[config.mk]
export PLATFORM = sky130hd
export DESIGN_NAME = cdb_arbiter
export DESIGN_NICKNAME = d
export VERILOG_FILES = /design/src/rtl/cdb_arbiter.sv
export SDC_FILE = /design/constraint.sdc
export NUM_CORES = 1
export LEC_CHECK = 0
export CORE_UTILIZATION = 53
export DETAILED_ROUTE_END_ITERATION = 16
export PLACE_DENSITY_LB_ADDON = 0.2
export SLEW_MARGIN = 20
export SYNTH_ARGS = -nofsm -noshare
export SYNTH_HDL_FRONTEND = slang
export SYNTH_SLANG_ARGS = --single-unit
[constraint.sdc]
create_clock -name clk_in -period 3.4 [get_ports clk_in]
set_clock_uncertainty 0.2 [all_clocks]
set_input_delay 0.51 -clock clk_in [delete_from_list [all_inputs] [get_ports clk_in]]
set_output_delay 0.51 -clock clk_in [all_outputs]
set_load 0.01 [all_outputs]
[src/rtl/cdb_arbiter.sv]
// Shares the CDB between ALU and LSB through per-producer result FIFOs and a round-robin pop.
// Define CDB_BYPASS_EN to let a result reach the CDB one cycle after it arrives, when both FIFOs are empty.
module cdb_arbiter #(
   parameter int DATA_W     = 32,
   parameter int ROB_IDX_W  = 4,
   parameter int FIFO_DEPTH = 2,
   parameter int CNT_W      = $clog2(FIFO_DEPTH) + 1
) (
   input  logic                 clk_in,
   input  logic                 rst_in,
   input  logic                 rdy_in,
   input  logic                 clr_in,
   input  logic                 alu_valid,
   input  logic [ROB_IDX_W-1:0] alu_rob_index,
   input  logic [DATA_W-1:0]    alu_result,
   output logic                 alu_accept,
   input  logic                 lsb_valid,
   input  logic [ROB_IDX_W-1:0] lsb_rob_index,
   input  logic [DATA_W-1:0]    lsb_result,
   output logic                 lsb_accept,
   output logic                 cdb_valid,
   output logic [ROB_IDX_W-1:0] cdb_rob_index,
   output logic [DATA_W-1:0]    cdb_result,
   output logic                 cdb_src,
   output logic [CNT_W-1:0]     alu_cnt,
   output logic [CNT_W-1:0]     lsb_cnt
);

   localparam int PTR_W = $clog2(FIFO_DEPTH);
   localparam int ENT_W = ROB_IDX_W + DATA_W;
   localparam logic [CNT_W-1:0] FULL_CNT = CNT_W'(FIFO_DEPTH);
   localparam logic SRC_ALU = 1'b0;
   localparam logic SRC_LSB = 1'b1;

   logic [ENT_W-1:0] alu_mem [FIFO_DEPTH];
   logic [ENT_W-1:0] lsb_mem [FIFO_DEPTH];
   logic [PTR_W-1:0] alu_head, alu_tail, lsb_head, lsb_tail;
   logic             last_grant;

   logic active;
   logic alu_push, lsb_push, alu_ne, lsb_ne;
   logic alu_pop, lsb_pop, alu_byp, lsb_byp, alu_wr, lsb_wr;

   // Accept is based on registered occupancy only, so a same-cycle pop never frees a slot.
   assign active     = rdy_in & ~clr_in;
   assign alu_accept = rst_in & active & (alu_cnt != FULL_CNT);
   assign lsb_accept = rst_in & active & (lsb_cnt != FULL_CNT);
   assign alu_push   = alu_valid & alu_accept;
   assign lsb_push   = lsb_valid & lsb_accept;
   assign alu_ne     = (alu_cnt != '0);
   assign lsb_ne     = (lsb_cnt != '0);

   assign alu_pop = active & alu_ne & (~lsb_ne | (last_grant == SRC_LSB));
   assign lsb_pop = active & lsb_ne & (~alu_ne | (last_grant == SRC_ALU));

`ifdef CDB_BYPASS_EN
   logic alu_byp_ok, lsb_byp_ok;
   assign alu_byp_ok = alu_push & ~alu_ne & ~lsb_pop;
   assign lsb_byp_ok = lsb_push & ~lsb_ne & ~alu_pop;
   assign alu_byp    = alu_byp_ok & (~lsb_byp_ok | (last_grant == SRC_LSB));
   assign lsb_byp    = lsb_byp_ok & (~alu_byp_ok | (last_grant == SRC_ALU));
`else
   assign alu_byp = 1'b0;
   assign lsb_byp = 1'b0;
`endif

   assign alu_wr = alu_push & ~alu_byp;
   assign lsb_wr = lsb_push & ~lsb_byp;

   always_ff @(posedge clk_in) begin
      if (alu_wr) alu_mem[alu_tail] <= {alu_rob_index, alu_result};
      if (lsb_wr) lsb_mem[lsb_tail] <= {lsb_rob_index, lsb_result};
   end

   always_ff @(posedge clk_in or negedge rst_in) begin
      if (!rst_in) begin
         alu_head      <= '0;
         alu_tail      <= '0;
         lsb_head      <= '0;
         lsb_tail      <= '0;
         alu_cnt       <= '0;
         lsb_cnt       <= '0;
         last_grant    <= SRC_LSB;
         cdb_valid     <= 1'b0;
         cdb_rob_index <= '0;
         cdb_result    <= '0;
         cdb_src       <= 1'b0;
      end else if (clr_in) begin
         alu_head   <= '0;
         alu_tail   <= '0;
         lsb_head   <= '0;
         lsb_tail   <= '0;
         alu_cnt    <= '0;
         lsb_cnt    <= '0;
         last_grant <= SRC_LSB;
         cdb_valid  <= 1'b0;
      end else if (!rdy_in) begin
         cdb_valid <= 1'b0;
      end else begin
         if (alu_wr)  alu_tail <= alu_tail + 1'b1;
         if (alu_pop) alu_head <= alu_head + 1'b1;
         if (lsb_wr)  lsb_tail <= lsb_tail + 1'b1;
         if (lsb_pop) lsb_head <= lsb_head + 1'b1;
         alu_cnt   <= alu_cnt + CNT_W'(alu_wr) - CNT_W'(alu_pop);
         lsb_cnt   <= lsb_cnt + CNT_W'(lsb_wr) - CNT_W'(lsb_pop);
         cdb_valid <= 1'b0;
         if (alu_pop) begin
            {cdb_rob_index, cdb_result} <= alu_mem[alu_head];
            cdb_src    <= SRC_ALU;
            cdb_valid  <= 1'b1;
            last_grant <= SRC_ALU;
         end else if (lsb_pop) begin
            {cdb_rob_index, cdb_result} <= lsb_mem[lsb_head];
            cdb_src    <= SRC_LSB;
            cdb_valid  <= 1'b1;
            last_grant <= SRC_LSB;
         end else if (alu_byp) begin
            cdb_rob_index <= alu_rob_index;
            cdb_result    <= alu_result;
            cdb_src       <= SRC_ALU;
            cdb_valid     <= 1'b1;
            last_grant    <= SRC_ALU;
         end else if (lsb_byp) begin
            cdb_rob_index <= lsb_rob_index;
            cdb_result    <= lsb_result;
            cdb_src       <= SRC_LSB;
            cdb_valid     <= 1'b1;
            last_grant    <= SRC_LSB;
         end
      end
   end

endmodule

==> flow_metrics.tcl <==
set metrics [dict create \
    status "complete, no violations" \
    cap_viol_max_count 0 \
    n_fill_cell 951 \
    io_buffers 121 \
    yosysUniqueCellTypes 37 \
    critPathLaunch "clr_in" \
    crit_required_ns 2.69 \
    ff_latch_area_sq_mm 0.00551 \
    end_kind "output pin" \
    critical_path_depth 5 \
    path_common_cell "clkdlybuf4s50_1" \
    worst_slew_pin_slew_ns 1.03 \
    irDropWorstVdd_v 0.000349 \
    pin_count 122 \
    drc_errors 0 \
    syn_area_sq_mm 0.00749 \
    max_stage_delay_ns 0.55 \
    wl_um 15300 \
    use_met3 0.0451 \
    hold_path_class "reg -> reg" \
    syn_avg_cell_area_sq_um 17.8 \
    use_met2 0.381 \
    path_buf_inv 2 \
    cts_htree_levels 4 \
    syn_to_final_growth_pct 26.8 \
    cts_hold_buf 1 \
    clock-root-buffer "clkbuf_16" \
    path_cells "clkdlybuf4s50_1, and2b_4, nand2_1, a21oi_1, clkdlybuf4s50_1" \
    dpl.hpwl_um 9560 \
    dieArea_sq_mm 0.0146 \
    vias 4309 \
    grt_max_degree 39 \
    place.gp.congestion 0.790 \
    synth_ff_type "edfxtp_1" \
    fin_crit_ns 2.87 \
    p_leak_nw 3.17 \
    slew_headroom 0.313 \
    cts_buffers 17 \
    synth_edf_count 144 \
    start_kind "input pin" \
    cts_setup_buffers 0 \
    ys_async_sr_fraction 0.246 \
    final_core_util 0.687 \
    use_met1 0.280 \
    post_cts_resized 0 \
    antenna_cells 0 \
    hold_viol_final 0 \
    clk_transition_reported_paths_ns 0.07 \
    dr.pass1.iters 5 \
    multi_input_area_sq_mm 0.00181 \
    grt-ovfl-total 0 \
    crit_path_end "lsb_accept" \
    period_share 0.845 \
    cts_tree "built" \
    slew_violations 0 \
    whs_ns 0.297 \
    core_area_sq_mm 0.0138 \
    setup_violations 0 \
    finalSetupTns_ns 0 \
    viasPerCell 5.80 \
    final_cells 743 \
    grt_usage 0.223 \
    fmax_mhz 348 \
    cp.arrival_ns 2.16 \
    antenna_left 0 \
    synth_seq_cells 191 \
    ys_seq_area_frac 0.734 \
    clkLatencyLatePin_ns 0.43 \
    rsz0062_at_grt "no" \
    crit_type "in -> out" \
    clockBufferDepth 2 \
    grt_pass1_vias 4396 \
    antenna_found_initial 0 \
    reg2reg_to "alu_cnt[1]" \
    start_util 0.542 \
    grt_pass1_wl_um 23600 \
    crit_path_max_fanout 21 \
    power_density_mw_per_mm2 604 \
    min_path_cells 1 \
    cts_sinks 191 \
    nNetsFinal 632 \
    chipHeight_um 121 \
    drtIter0Drc 322 \
    yosys_warnings 0 \
    crit_family "buffers and inverters" \
    drive_above_1_share 0.178 \
    reg2reg_depth 8 \
    hold_start "cdb_src" \
    syn-instance-count 422 \
    reg2reg_setup_slack_ns 0.92 \
    busiest_layer "met2" \
    cp_slowest_cell "clkdlybuf4s50_1" \
    r2r_start "alu_cnt[1]" \
    num_rows 43 \
    syn_nets 504 \
    dieWidth_um 121 \
    dp.cells 710 \
    wl_per_cell_um 20.6 \
]
==> metal layers <==
metal  vias to the layer above  routed length (um)
met5                         -                   0
met4                         0                 228
met3                        19                 791
met2                       145                7970
met1                      2193                6340
li1                       1952                   -
==> where the power goes <==
group          switching (W)  internal (W)
sequential          0.000159       0.00274
clock               0.000826       0.00103
combinational       0.000338      0.000643
total                0.00132       0.00441
==> worst min-delay path by stage <==
stage	end	slack [ns]
4_1_cts	cdb_src	0.30
3_3_place_gp	cdb_src	0.29
5_1_grt	cdb_src	0.33
6_report	cdb_src	0.30
2_1_floorplan	alu_cnt[0]	0.01
3_5_place_dp	cdb_src	0.28
==> Yosys cell counts, types with 4 or more instances <==
master    count  area [sq um]
buf_6         5          56.3
o221a_1      35           394
inv_1        11          41.3
buf_2        18          90.1
nand4_1      37           231
nor2_1        6          22.5
edfxtp_1    144          4320
buf_4         4          30.0
ha_1          4          50.1
mux2_2       36           405
dfrtp_1      46          1150
mux2i_1      40           400
a21oi_1       6          30.0
==> cell type report <==
type                            count  share of cell area
Clock buffer                       18              0.0462
Sequential cell                   191               0.580
Clock inverter                     14              0.0125
Multi-Input combinational cell    192               0.191
Timing Repair Buffer              137               0.143
Tap cell                          180              0.0237
Inverter                           11             0.00435
==> state kept, by name (all words and copies together), names as in the netlist <==
register       cells
alu_cnt            2
alu_head           1
alu_mem           72
alu_tail           1
cdb_result        32
cdb_rob_index      4
cdb_src            1
cdb_valid          1
last_grant         1
lsb_cnt            2
lsb_head           1
lsb_mem           72
lsb_tail           1
==> metrics by stage <==
step	total power [W]	cell area (sq um)	setup WS, ns
floorplan	0.00330	7490	0.104
global placement	0.00391	8930	0.302
detailed placement	0.00394	8930	0.197
CTS	0.00578	9490	0.498
global route	0.00593	9500	0.448
finish	0.00574	9500	0.528
==> cell usage in the layout (no fill, tap or decap), drive strengths merged, types with 12 or more instances in the layout <==
cell / netlist / layout
clkdlybuf4s50: 0 / 120
nand4: 37 / 37
mux2: 36 / 36
mux2i: 40 / 40
inv: 11 / 12
edfxtp: 144 / 144
buf: 27 / 16
clkbuf: 1 / 18
dfrtp: 46 / 46
o221a: 36 / 36
==> cells by family after synthesis <==
family,synth area share
compound gates,0.0738
xor+xnor,0.00234
fa+ha+maj,0.00668
buf+inv,0.0296
flops,0.734
mux,0.108
simple gates,0.0458
(Power assumes the default switching activity.)
